`src/rtl/ram_access_arbiter.sv`:
```
// Round-robin arbiter sharing one RAM write port and one RAM read port between clients A and B.
// Optional macro COLLISION_STALL_EN: a read that targets the address being written in the same cycle waits one cycle.
module ram_access_arbiter #(
    parameter int ADDR_W = 4,
    parameter int DATA_W = 8,
    parameter int RD_LAT = 1
) (
    input  logic              clk,
    input  logic              rst,
    input  logic              wreq_a,
    input  logic              wreq_b,
    input  logic [ADDR_W-1:0] waddr_a,
    input  logic [ADDR_W-1:0] waddr_b,
    input  logic [DATA_W-1:0] wdata_a,
    input  logic [DATA_W-1:0] wdata_b,
    output logic              wgnt_a,
    output logic              wgnt_b,
    input  logic              rreq_a,
    input  logic              rreq_b,
    input  logic [ADDR_W-1:0] raddr_a,
    input  logic [ADDR_W-1:0] raddr_b,
    output logic              rgnt_a,
    output logic              rgnt_b,
    output logic              rvld_a,
    output logic              rvld_b,
    output logic [DATA_W-1:0] rdata,
    output logic              wr_enb,
    output logic [ADDR_W-1:0] wr_addr,
    output logic [DATA_W-1:0] wr_data,
    output logic              rd_enb,
    output logic [ADDR_W-1:0] rd_addr,
    input  logic [DATA_W-1:0] rd_data
);

    typedef enum logic {SEL_A = 1'b0, SEL_B = 1'b1} sel_e;

    // Client that wins the next contention on each port.
    sel_e r_wptr;
    sel_e r_rptr;

    logic              w_wgnt_a;
    logic              w_wgnt_b;
    logic              w_rwin_a;
    logic              w_rwin_b;
    logic              w_rgnt_a;
    logic              w_rgnt_b;
    logic              w_wany;
    logic              w_rany;
    logic              w_rstall;
    logic [ADDR_W-1:0] w_waddr;
    logic [ADDR_W-1:0] w_raddr;
    logic [DATA_W-1:0] w_wdata;

    logic              r_wr_enb;
    logic [ADDR_W-1:0] r_wr_addr;
    logic [DATA_W-1:0] r_wr_data;
    logic              r_rd_enb;
    logic [ADDR_W-1:0] r_rd_addr;
    logic [RD_LAT-1:0] r_pvld;
    logic [RD_LAT-1:0] r_ptag;
    logic              r_rvld_a;
    logic              r_rvld_b;
    logic [DATA_W-1:0] r_rdata;

    // NOTE: every always_comb output gets a default first so no path can infer a latch.
    always_comb begin
        w_wgnt_a = 1'b0;
        w_wgnt_b = 1'b0;
        w_rwin_a = 1'b0;
        w_rwin_b = 1'b0;
        if (wreq_a && (!wreq_b || r_wptr == SEL_A)) w_wgnt_a = 1'b1;
        else if (wreq_b)                            w_wgnt_b = 1'b1;
        if (rreq_a && (!rreq_b || r_rptr == SEL_A)) w_rwin_a = 1'b1;
        else if (rreq_b)                            w_rwin_b = 1'b1;
    end

    assign w_wany  = w_wgnt_a | w_wgnt_b;
    assign w_waddr = w_wgnt_b ? waddr_b : waddr_a;
    assign w_wdata = w_wgnt_b ? wdata_b : wdata_a;
    assign w_raddr = w_rwin_b ? raddr_b : raddr_a;

`ifdef COLLISION_STALL_EN
    // Holding the read back one cycle makes it observe the data being written now.
    assign w_rstall = w_wany & (w_rwin_a | w_rwin_b) & (w_waddr == w_raddr);
`else
    assign w_rstall = 1'b0;
`endif

    assign w_rgnt_a = w_rwin_a & ~w_rstall;
    assign w_rgnt_b = w_rwin_b & ~w_rstall;
    assign w_rany   = w_rgnt_a | w_rgnt_b;

    // Grants are forced low while reset is held so every output reads 0 during reset.
    assign wgnt_a = w_wgnt_a & rst;
    assign wgnt_b = w_wgnt_b & rst;
    assign rgnt_a = w_rgnt_a & rst;
    assign rgnt_b = w_rgnt_b & rst;

    // NOTE: sequential state uses non-blocking assignments so every register samples pre-edge values.
    always_ff @(posedge clk or negedge rst) begin
        if (!rst) begin
            r_wptr    <= SEL_A;
            r_rptr    <= SEL_A;
            r_wr_enb  <= 1'b0;
            r_wr_addr <= '0;
            r_wr_data <= '0;
            r_rd_enb  <= 1'b0;
            r_rd_addr <= '0;
            r_pvld    <= '0;
            r_ptag    <= '0;
            r_rvld_a  <= 1'b0;
            r_rvld_b  <= 1'b0;
            r_rdata   <= '0;
        end else begin
            if (w_wgnt_a)      r_wptr <= SEL_B;
            else if (w_wgnt_b) r_wptr <= SEL_A;
            if (w_rgnt_a)      r_rptr <= SEL_B;
            else if (w_rgnt_b) r_rptr <= SEL_A;

            r_wr_enb  <= w_wany;
            r_wr_addr <= w_wany ? w_waddr : '0;
            r_wr_data <= w_wany ? w_wdata : '0;
            r_rd_enb  <= w_rany;
            r_rd_addr <= w_rany ? w_raddr : '0;

            // Tag stage 0 rides alongside rd_enb; the last stage becomes the rvld pulse.
            r_pvld[0] <= w_rany;
            r_ptag[0] <= w_rgnt_b;
            for (int i = 1; i < RD_LAT; i++) begin
                r_pvld[i] <= r_pvld[i-1];
                r_ptag[i] <= r_ptag[i-1];
            end
            r_rvld_a <= r_pvld[RD_LAT-1] & ~r_ptag[RD_LAT-1];
            r_rvld_b <= r_pvld[RD_LAT-1] &  r_ptag[RD_LAT-1];
            if (r_pvld[RD_LAT-1]) r_rdata <= rd_data;
        end
    end

    assign wr_enb  = r_wr_enb;
    assign wr_addr = r_wr_addr;
    assign wr_data = r_wr_data;
    assign rd_enb  = r_rd_enb;
    assign rd_addr = r_rd_addr;
    assign rvld_a  = r_rvld_a;
    assign rvld_b  = r_rvld_b;
    assign rdata   = r_rdata;

endmodule

```
`config.mk`:
```
export PLATFORM = sky130hd
export DESIGN_NAME = ram_access_arbiter
export DESIGN_NICKNAME = d
export VERILOG_FILES = /design/src/rtl/ram_access_arbiter.sv
export SDC_FILE = /design/constraint.sdc
export NUM_CORES = 1
export LEC_CHECK = 0
export BUFFER_PORTS_ARGS = -buffer_cell sky130_fd_sc_hd__buf_2
export CAP_MARGIN = 20
export CORE_UTILIZATION = 33
export DETAILED_ROUTE_END_ITERATION = 8
export PLACE_DENSITY_LB_ADDON = 0.3
export SYNTH_ARGS = -nofsm -noshare
export SYNTH_HDL_FRONTEND = slang
export SYNTH_SLANG_ARGS = --single-unit
```
`constraint.sdc`:
```
create_clock -name clk -period 1.6 [get_ports clk]
set_clock_uncertainty 0.05 [all_clocks]
set_input_delay 0.32 -clock clk [delete_from_list [all_inputs] [get_ports clk]]
set_output_delay 0.32 -clock clk [all_outputs]
set_load 0.1 [all_outputs]
```
==> run summary <==
CP bufs+invs: 1
Synth Warn #: 0
Worst Slack Setup Final: -0.02585 ns
r2r setup slk: 0.28 ns
# port buffers: 77
leakage: 0.9552 nW
sequential fraction of the synthesis area: 0.6638
core area: 3363 µm²
grt ovf: 0
Starting Density: 0.3475
final setup vio count: 4
crit-path cells: a21boi_2 -> and2_4 -> buf_12
reg2reg path depth: 4
H-tree levels: 2
worst setup path class: reg -> out
Slew @ Worst Pin: 0.4970 ns
Total GRT Usage: 0.1711
routed vias/inst: 4.787
worst skew pair latency: 0.32 ns
Worst R2R Start: r_wptr
Root Buffer: clkbuf_4
post-synth cell types: 16
WP data arrival: 1.26 ns
cts bufs inserted: 5
CP startpoint kind: flop
Synth Register Bits: 31
final net count: 215
Finished Layout Cells: 216
min Tclk post-route: 1.626 ns
Synthesized Nets: 122
Num Clock Sinks: 31
Max Freq: 615.1 MHz
fraction of layout cells with a size suffix above 1: 0.6353
clk slew on worst S/H paths: 0.10 ns
Hold EP: rdata[1]
DRC violations left: 0
Reg-to-Reg End: wr_data[3]
Critical-path top delay cell: dfrtp_1
hold_sp: rd_data[1]
final WL: 3038 µm
width of the chip: 61.51 µm
WL per Instance: 14.06 µm
Final period util: 1.016
DP Cell Count: 201
status: finished with violations
Final Hold Fails: 0
Syn-to-layout area delta: 58.89%
Vias: 1,034
cell area after synthesis: 1169 µm²
vias in the first global route: 963
first-pass GRT wire length: 4478 µm
die area: 3783 µm²
Top-Level Pins: 78
Clock Path Buffers: 2
worst endpoint required time: 1.23 ns
RSZ-0062 raised after global routing: true
Hold Crit Class: in -> reg
Slew Limit Fails: 0
Routed Antenna Nets: 0
peak fanout along the critical path: 3
gpl congestion: 0.6862
pwr dens: 1232 nW/µm²
largest net degree at the start of global routing: 15
CP max stage delay: 0.42 ns
HPWL Detailed: 2246 µm
cells after synthesis: 76
drt pass-1 iters: 5
n_diodes: 0
row cnt: 21
CTS tree: yes
detailed router's first-iteration violation count: 11
Worst Setup End Kind: output pin
die height: 61.51 µm
maximum vdd drop: 0.5945 mV
Mean Syn Cell Area: 15.38 µm²
power after layout: 2.287 mW
Max-Cap Viols: 0
CP top delay family: flip-flops
initial antenna violation count: 0
failing checks: negative setup slack
Max-slew headroom: 0.6709
hold path cells: 2
# fillers: 316
[kinds of logic after synthesis]
| family | after synthesis | synth area share |
|---|---|---|
| simple gates | 11 | 0.06531 |
| flops | 31 | 0.6638 |
| buf+inv | 6 | 0.02891 |
| mux | 8 | 0.07709 |
| compound gates | 20 | 0.1649 |
[synth_stat cells]
master     n  share of area
inv_1      2         0.0064
nand2b_4   1          0.012
a32o_2     3          0.029
buf_2      3          0.013
mux2_1     8          0.077
a32o_1    13           0.11
and2_1     4          0.021
nor2b_1    1         0.0054
or2_1      2          0.011
nand2b_1   1         0.0054
a21boi_1   1         0.0064
buf_6      1         0.0096
a21boi_2   1         0.0096
dfrtp_1   31           0.66
o21ai_1    2         0.0086
and3_1     2          0.011
[area by class of cell]
type,count,area [µm²],share of cell area
flip-flops and latches,31,777.0,0.4185
repair buffers,90,560.5,0.3019
well taps,46,57.56,0.03100
clock buffers,8,68.82,0.03706
multi-input cells,39,385.4,0.2075
inverters,2,7.507,0.004043
[where the power goes]
part | internal, mW | leakage, nW | switching [mW] | total [mW]
logic | 0.213 | 0.543 | 0.672 | 0.885
registers | 0.856 | 0.373 | 0.0318 | 0.888
clock network | 0.258 | 0.0386 | 0.256 | 0.515
total | 1.33 | 0.955 | 0.960 | 2.29
[per-layer routing]
metal / routed length [µm] / GRT usage / part of all wire / up-vias
met5: 0 / 0 / 0 / -
met4: 44 / 0.08571 / 0.014 / 0
met3: 266 / 0.06933 / 0.088 / 6
met2: 1608 / 0.2903 / 0.53 / 49
met1: 1118 / 0.1840 / 0.37 / 507
li1: - / - / - / 472
[flip-flops by register name, indices dropped and copies added (netlist names), 4 cells and up]
name	flops
wr_data	8
rd_addr	4
wr_addr	4
rdata	8
[worst max-delay path by stage]
stage	slack, ns	end	cells past startpoint	from
2_1_floorplan	0.03	wgnt_a	3	r_wptr
3_3_place_gp	0.22	rgnt_b	3	r_rptr
3_5_place_dp	0.17	rgnt_b	3	r_rptr
4_1_cts	-0.03	wgnt_b	3	r_wptr
5_1_grt	-0.09	rgnt_a	3	r_rptr
6_report	-0.03	rgnt_a	3	r_rptr
[stage by stage]
stage / util / area [µm²] / worst slack (ns) / TNS [ns] / hold slack (ns)
after floorplan: - / 1175 / 0.03091 / 0 / -0.02559
after global placement: 0.5089 / 1712 / 0.2189 / 0 / 0.2847
after detailed placement: 0.5089 / 1712 / 0.1670 / 0 / 0.2912
after CTS: 0.5476 / 1842 / -0.02745 / -0.08058 / 0.1422
after global routing: 0.5521 / 1857 / -0.09463 / -0.2887 / 0.1446
final: 0.5521 / 1857 / -0.02585 / -0.06715 / 0.1555
[what timing repair did]
action / in CTS / in global routing
endpoints found under the hold margin: 21 / 0
resized for setup: 7 / 0
setup endpoints to repair: 4 / 4
buffers inserted: 4 / 2
cloned: 0 / 0
pin swaps: 2 / 1
hold buffers: 1 / 0
[cell usage in the layout (no fill, tap or decap), drive strengths merged]
| cell type | Yosys | layout |
|---|---|---|
| a21boi | 2 | 2 |
| a32o | 16 | 16 |
| and2 | 4 | 4 |
| and3 | 2 | 2 |
| buf | 4 | 89 |
| clkbuf | 0 | 8 |
| dfrtp | 31 | 31 |
| dlygate4sd3 | 0 | 1 |
| inv | 2 | 2 |
| mux2 | 8 | 8 |
| nand2b | 2 | 2 |
| nor2b | 1 | 1 |
| o21ai | 2 | 2 |
| or2 | 2 | 2 |
(Power assumes the default switching activity.)
